==> src/rtl/shared_divider_if.sv <==
// Request/result bundle for the two-port shared divider.
// Port-side operands and the common result bus live here.
interface shared_divider_if #(
    parameter int WIDTH = 16
);
    logic             start_0;
    logic [WIDTH-1:0] dividend_0;
    logic [WIDTH-1:0] divisor_0;
    logic             start_1;
    logic [WIDTH-1:0] dividend_1;
    logic [WIDTH-1:0] divisor_1;
    logic [WIDTH-1:0] quotient;
    logic [WIDTH-1:0] remainder;
    logic             busy;
    logic             ready;
    logic             select;
    logic             dbz;

    modport master (
        output start_0, dividend_0, divisor_0,
        output start_1, dividend_1, divisor_1,
        input  quotient, remainder, busy, ready, select, dbz
    );

    modport slave (
        input  start_0, dividend_0, divisor_0,
        input  start_1, dividend_1, divisor_1,
        output quotient, remainder, busy, ready, select, dbz
    );
endinterface

==> src/rtl/shared_divider.sv <==
// Restoring divider shared by two requesters with round-robin grant.
// One quotient bit per cycle; results held until the next completion.
module shared_divider #(
    parameter int WIDTH = 16
) (
    input logic            clk,
    input logic            rst,
    shared_divider_if.slave bus
);
    localparam int CW = $clog2(WIDTH + 1);

    typedef enum logic [1:0] {IDLE, CALC, DONE} state_t;

    state_t           state_q, state_d;
    logic             pend0_q, pend0_d;
    logic             pend1_q, pend1_d;
    logic             prio_q, prio_d;
    logic             sel_q, sel_d;
    logic [CW-1:0]    cnt_q, cnt_d;
    logic [WIDTH-1:0] rem_q, rem_d;
    logic [WIDTH-1:0] quo_q, quo_d;
    logic [WIDTH-1:0] dvs_q, dvs_d;
    logic [WIDTH-1:0] qout_q, qout_d;
    logic [WIDTH-1:0] rout_q, rout_d;
    logic             dbz_q, dbz_d;
    logic             req0, req1;
    logic             gnt0, gnt1;
    logic [WIDTH:0]   trial;
    logic [WIDTH-1:0] sub;
    logic             fits;

    assign req0  = bus.start_0 | pend0_q;
    assign req1  = bus.start_1 | pend1_q;
    // Shift the next dividend bit into the widened partial remainder.
    assign trial = {rem_q, quo_q[WIDTH-1]};
    assign fits  = trial >= {1'b0, dvs_q};
    assign sub   = trial[WIDTH-1:0] - dvs_q;

    // State and datapath registers with synchronous active-low reset.
    always_ff @(posedge clk) begin
        if (!rst) begin
            state_q <= IDLE;
            pend0_q <= 1'b0;
            pend1_q <= 1'b0;
            prio_q  <= 1'b0;
            sel_q   <= 1'b0;
            cnt_q   <= '0;
            rem_q   <= '0;
            quo_q   <= '0;
            dvs_q   <= '0;
            qout_q  <= '0;
            rout_q  <= '0;
            dbz_q   <= 1'b0;
        end else begin
            state_q <= state_d;
            pend0_q <= pend0_d;
            pend1_q <= pend1_d;
            prio_q  <= prio_d;
            sel_q   <= sel_d;
            cnt_q   <= cnt_d;
            rem_q   <= rem_d;
            quo_q   <= quo_d;
            dvs_q   <= dvs_d;
            qout_q  <= qout_d;
            rout_q  <= rout_d;
            dbz_q   <= dbz_d;
        end
    end

    // Arbitration, FSM next state and one restoring step per CALC cycle.
    always_comb begin
        state_d = state_q;
        prio_d  = prio_q;
        sel_d   = sel_q;
        cnt_d   = cnt_q;
        rem_d   = rem_q;
        quo_d   = quo_q;
        dvs_d   = dvs_q;
        qout_d  = qout_q;
        rout_d  = rout_q;
        dbz_d   = dbz_q;
        gnt0    = 1'b0;
        gnt1    = 1'b0;
        unique case (state_q)
            IDLE: begin
                if (req0 && (!req1 || !prio_q)) begin
                    gnt0 = 1'b1;
                end else if (req1) begin
                    gnt1 = 1'b1;
                end
                if (gnt0 || gnt1) begin
                    state_d = CALC;
                    sel_d   = gnt1;
                    prio_d  = ~gnt1;
                    cnt_d   = '0;
                    rem_d   = '0;
                    quo_d   = gnt1 ? bus.dividend_1 : bus.dividend_0;
                    dvs_d   = gnt1 ? bus.divisor_1 : bus.divisor_0;
                end
            end
            CALC: begin
                rem_d = fits ? sub : trial[WIDTH-1:0];
                quo_d = {quo_q[WIDTH-2:0], fits};
                cnt_d = cnt_q + 1'b1;
                if (cnt_q == CW'(WIDTH - 1)) begin
                    state_d = DONE;
                    qout_d  = quo_d;
                    rout_d  = rem_d;
                    dbz_d   = (dvs_q == '0);
                end
            end
            DONE: begin
                state_d = IDLE;
            end
            default: begin
                state_d = IDLE;
            end
        endcase
        pend0_d = (pend0_q | bus.start_0) & ~gnt0;
        pend1_d = (pend1_q | bus.start_1) & ~gnt1;
    end

    assign bus.quotient  = qout_q;
    assign bus.remainder = rout_q;
    assign bus.busy      = (state_q == CALC);
    assign bus.ready     = (state_q == DONE);
    assign bus.select    = sel_q;
    assign bus.dbz       = dbz_q;
endmodule
==> src/flat_wrapper.sv <==
// flat-port wrapper written by rule: the top's interface ports become plain ports
module shared_divider_flat 
#(
    parameter int WIDTH = 16
)
  (clk, rst, bus_start_0, bus_dividend_0, bus_divisor_0, bus_start_1, bus_dividend_1, bus_divisor_1, bus_quotient, bus_remainder, bus_busy, bus_ready, bus_select, bus_dbz);
  shared_divider_if #(.WIDTH(WIDTH)) bus_i ();
  input logic clk;
  input logic rst;
  input wire logic [$bits(bus_i.start_0)-1:0] bus_start_0;
  input wire logic [$bits(bus_i.dividend_0)-1:0] bus_dividend_0;
  input wire logic [$bits(bus_i.divisor_0)-1:0] bus_divisor_0;
  input wire logic [$bits(bus_i.start_1)-1:0] bus_start_1;
  input wire logic [$bits(bus_i.dividend_1)-1:0] bus_dividend_1;
  input wire logic [$bits(bus_i.divisor_1)-1:0] bus_divisor_1;
  output wire logic [$bits(bus_i.quotient)-1:0] bus_quotient;
  output wire logic [$bits(bus_i.remainder)-1:0] bus_remainder;
  output wire logic [$bits(bus_i.busy)-1:0] bus_busy;
  output wire logic [$bits(bus_i.ready)-1:0] bus_ready;
  output wire logic [$bits(bus_i.select)-1:0] bus_select;
  output wire logic [$bits(bus_i.dbz)-1:0] bus_dbz;
  assign bus_i.start_0 = bus_start_0;
  assign bus_i.dividend_0 = bus_dividend_0;
  assign bus_i.divisor_0 = bus_divisor_0;
  assign bus_i.start_1 = bus_start_1;
  assign bus_i.dividend_1 = bus_dividend_1;
  assign bus_i.divisor_1 = bus_divisor_1;
  assign bus_quotient = bus_i.quotient;
  assign bus_remainder = bus_i.remainder;
  assign bus_busy = bus_i.busy;
  assign bus_ready = bus_i.ready;
  assign bus_select = bus_i.select;
  assign bus_dbz = bus_i.dbz;
  shared_divider #(.WIDTH(WIDTH)) u_core (.clk(clk), .rst(rst), .bus(bus_i));
endmodule
==> config.mk <==
export PLATFORM = sky130hd
export DESIGN_NAME = shared_divider_flat
export DESIGN_NICKNAME = d
export VERILOG_FILES = /design/src/rtl/shared_divider_if.sv /design/src/rtl/shared_divider.sv /design/src/flat_wrapper.sv
export SDC_FILE = /design/constraint.sdc
export NUM_CORES = 1
export LEC_CHECK = 0
export CORE_UTILIZATION = 51
export CTS_CLUSTER_DIAMETER = 30
export CTS_CLUSTER_SIZE = 14
export DETAILED_ROUTE_END_ITERATION = 8
export HOLD_SLACK_MARGIN = 0.06
export PLACE_DENSITY = 0.85
export SYNTH_ARGS = -nofsm -noshare
export SYNTH_HDL_FRONTEND = slang
export SYNTH_SLANG_ARGS = --single-unit
==> constraint.sdc <==
create_clock -name clk -period 2.9 [get_ports clk]
set_input_delay 0.29 -clock clk [delete_from_list [all_inputs] [get_ports clk]]
set_output_delay 0.29 -clock clk [all_outputs]
set_load 0.1 [all_outputs]
==> flow_summary.ini <==
[placement]
hpwlAfterDp_mm = 9.14
numPortBuffers = 103
placed_cells = 763
routabilityCongestion = 0.918
placed_cell_area_um2 = 5640

[finish]
area_delta_synth_final_pct = 27.1
final.fill_count = 729
diodes = 0
instances_no_fill = 779
design_area_um2 = 5840
post-route-util_pct = 67.0
drive_gt1_share_pct = 12.2
nets = 753

[worst_hold_path]
hold_path_class = reg -> reg

[sta]
fin_crit_ns = 2.64
period_share_pct = 91.0
final.setup.tns_ns = 0
rsz0062_at_grt = false
hold_viol = 0
max_slew.worst_pin.slew_ns = 0.675
setup_viol = 0
fin_worst_skew_ns = 0.00903
fmax_mhz = 379
drv_slew = 0
slew-limit-headroom_pct = 55.0

[detailed_routing]
drc = 0
vias = 4451
drt_iter0_markers = 299
detail_route.first_pass.iterations = 5
wl_mm = 12.2
routed_via_density = 5.71
post_drt_wl_per_cell_um = 15.7
final_antenna_net_count = 0

[die]
die_h_um = 96.9
core_area_um2 = 8720
rows = 34
die_area_um2 = 9390
start_util_pct = 52.7
pin_count = 104
die_x_um = 96.9

[synth]
synthTopCellsByArea = dfxtp_1 40%, nand2_1 8.6%, a21oi_1 6.9%
seq_area_frac_synth_pct = 40.1
synth_cell_type_count = 61
ys_ff_latch = 92
synth_top_area_share_pct = 40.1
syn-cell-area_um2 = 4600
synth_ff_type = dfxtp_1
synth_most_common_cell = nand2_1
synth_warnings = 0
yosysTopAreaCell = dfxtp_1
postSynthCellCount = 571
synth_edf_count = 0
async_flop_share_pct = 0
syn_avg_cell_area_um2 = 8.05
yosys-top-cells-count = 105 x nand2_1, 92 x dfxtp_1, 63 x a21oi_1, 56 x nor2_1, 26 x clkbuf_1
mappedNetlistNets = 658

[worst_setup_path]
path_class = reg -> reg
cp_top_family = compound AO/OA/AOI/OAI gates
cp_num_buf_inv = 1
endpoint_kind = register
critical_path.slowest_cell = or4_1
critPathMaxFanout = 4
crit_path_frequent_cell = a21oi_1
cp_cell_sequence = ha_1, inv_1, fa_1, a21o_1, a21oi_1, nor2_2, or4_1, o311ai_1, mux2i_1, a21oi_1
required_ns = 3.20
critPathLaunchType = register
max_stage_delay_ns = 0.52
arrival_ns = 2.94

[clock_network]
numCtsBuffers = 9
clockBufferDepth = 2
cts-resized-gates = 0
hold_buffers = 0
clkSinkCount = 92
cts_tree = built
clock_latency_ns = 0.36
cts.clk_slew.worst_paths_ns = 0.09
cts_setup_buffers = 0
htree_levels = 3
root_buffer = clkbuf_8

[global_route]
grt.overflow.total = 0
grt_pass1_wl_mm = 20.0
antenna_found_initial = 0
grt_max_degree = 45
grt_pass1_vias = 4112
grt_usage_pct = 25.9

[power_and_ir_drop]
power.density_nw_per_um2 = 953
vdd_drop_max_mv = 0.682
leakage_nw = 2.42

[flow_run]
cap_violations = 0

[outcome]
status = complete, no violations
[layer usage]
layer / wire (µm) / vias up / global-route usage (%)
li1: - / 2219 / -
met2: 5650 / 149 / 41.3
met5: 0 / - / 0
met3: 649 / 12 / 3.32
met1: 5770 / 2071 / 37.0
met4: 159 / 0 / 7.00
[cell families after synthesis]
| kind of cell | Yosys count | share of synthesized area, % |
|---|---|---|
| flip-flops | 92 | 40.1 |
| buffers and inverters | 58 | 5.20 |
| XOR/XNOR | 12 | 2.29 |
| multiplexers | 15 | 3.27 |
| adder cells (fa/ha/maj) | 19 | 5.34 |
| AND/OR/NAND/NOR | 216 | 20.8 |
| AO/OA/AOI/OAI | 159 | 23.1 |
[cells in the final DEF (no fill, tap or decap), types with 3 or more instances in the layout]
cell	n
nand2_1	105
dfxtp_1	92
clkdlybuf4s50_1	67
a21oi_1	63
nor2_1	56
buf_4	51
inv_1	22
o21ai_0	22
ha_1	18
mux2i_1	15
a221oi_1	15
nand3_1	11
o21ai_1	10
nand2b_1	9
a311oi_1	9
clkbuf_8	9
a222oi_1	8
xor2_1	6
xnor2_1	6
nand4_1	6
nor4_1	5
nor3_1	5
a21o_1	4
nor2b_1	3
or3_1	3
o211ai_1	3
a211oi_1	3
clkinvlp_4	3
[flip-flops by register name (all words and copies together), names as in the netlist]
signal and flops:
u_core.pend0_q 1, u_core.cnt_q 5, u_core.rem_q 16, u_core.prio_q 1, u_core.bus.select 1, u_core.quo_q 16
u_core.bus.quotient 16, u_core.bus.dbz 1, u_core.bus.remainder 16, u_core.state_q 2, u_core.pend1_q 1, u_core.dvs_q 16
[cell type report]
class	instances	area [µm²]	share of cell area, %
inverter	24	90.1	1.54
multi-input combinational	421	2520	43.2
clock inverter	7	75.1	1.29
clock buffer	9	124	2.12
sequential	92	1840	31.5
tap	108	135	2.31
timing repair buffer	118	1050	18.0
[through the flow]
step	power, mW	setup WS, ns	hold slack (ns)
floorplan	4.03	0.577	0.440
global placement	4.60	0.384	0.445
detailed placement	4.66	0.311	0.451
CTS	5.53	0.276	0.464
global route	5.90	0.0901	0.486
finish	5.56	0.262	0.461
[power by group]
part / internal, mW / total (mW) / switching, mW
clock: 0.403 / 0.871 / 0.468
combinational: 1.32 / 3.10 / 1.79
sequential: 1.42 / 1.59 / 0.167
total: 3.14 / 5.56 / 2.42
[worst min-delay path, delay by kind of cell, from the launching register on]
kind               cells  cell delay [ns]
AOI/OAI and AO/OA      1             0.05
DFF                    1             0.32
and+or+nand+nor        1             0.05
[path summary, 6_finish.rpt]
kind	from	endpoint	slack, ns	cells after the start
max	u_core.dvs_q[0]$_SDFFE_PN0P_	u_core.bus.remainder[14]$_SDFFE_PN0P_	0.26	10
min	u_core.bus.quotient[7]$_SDFFE_PN0P_	u_core.bus.quotient[7]$_SDFFE_PN0P_	0.46	2
max reg2reg	u_core.dvs_q[0]$_SDFFE_PN0P_	u_core.bus.remainder[14]$_SDFFE_PN0P_	0.26	10
min reg2reg	u_core.bus.quotient[7]$_SDFFE_PN0P_	u_core.bus.quotient[7]$_SDFFE_PN0P_	0.46	2
No activity file was read; power rests on OpenSTA's default activity.
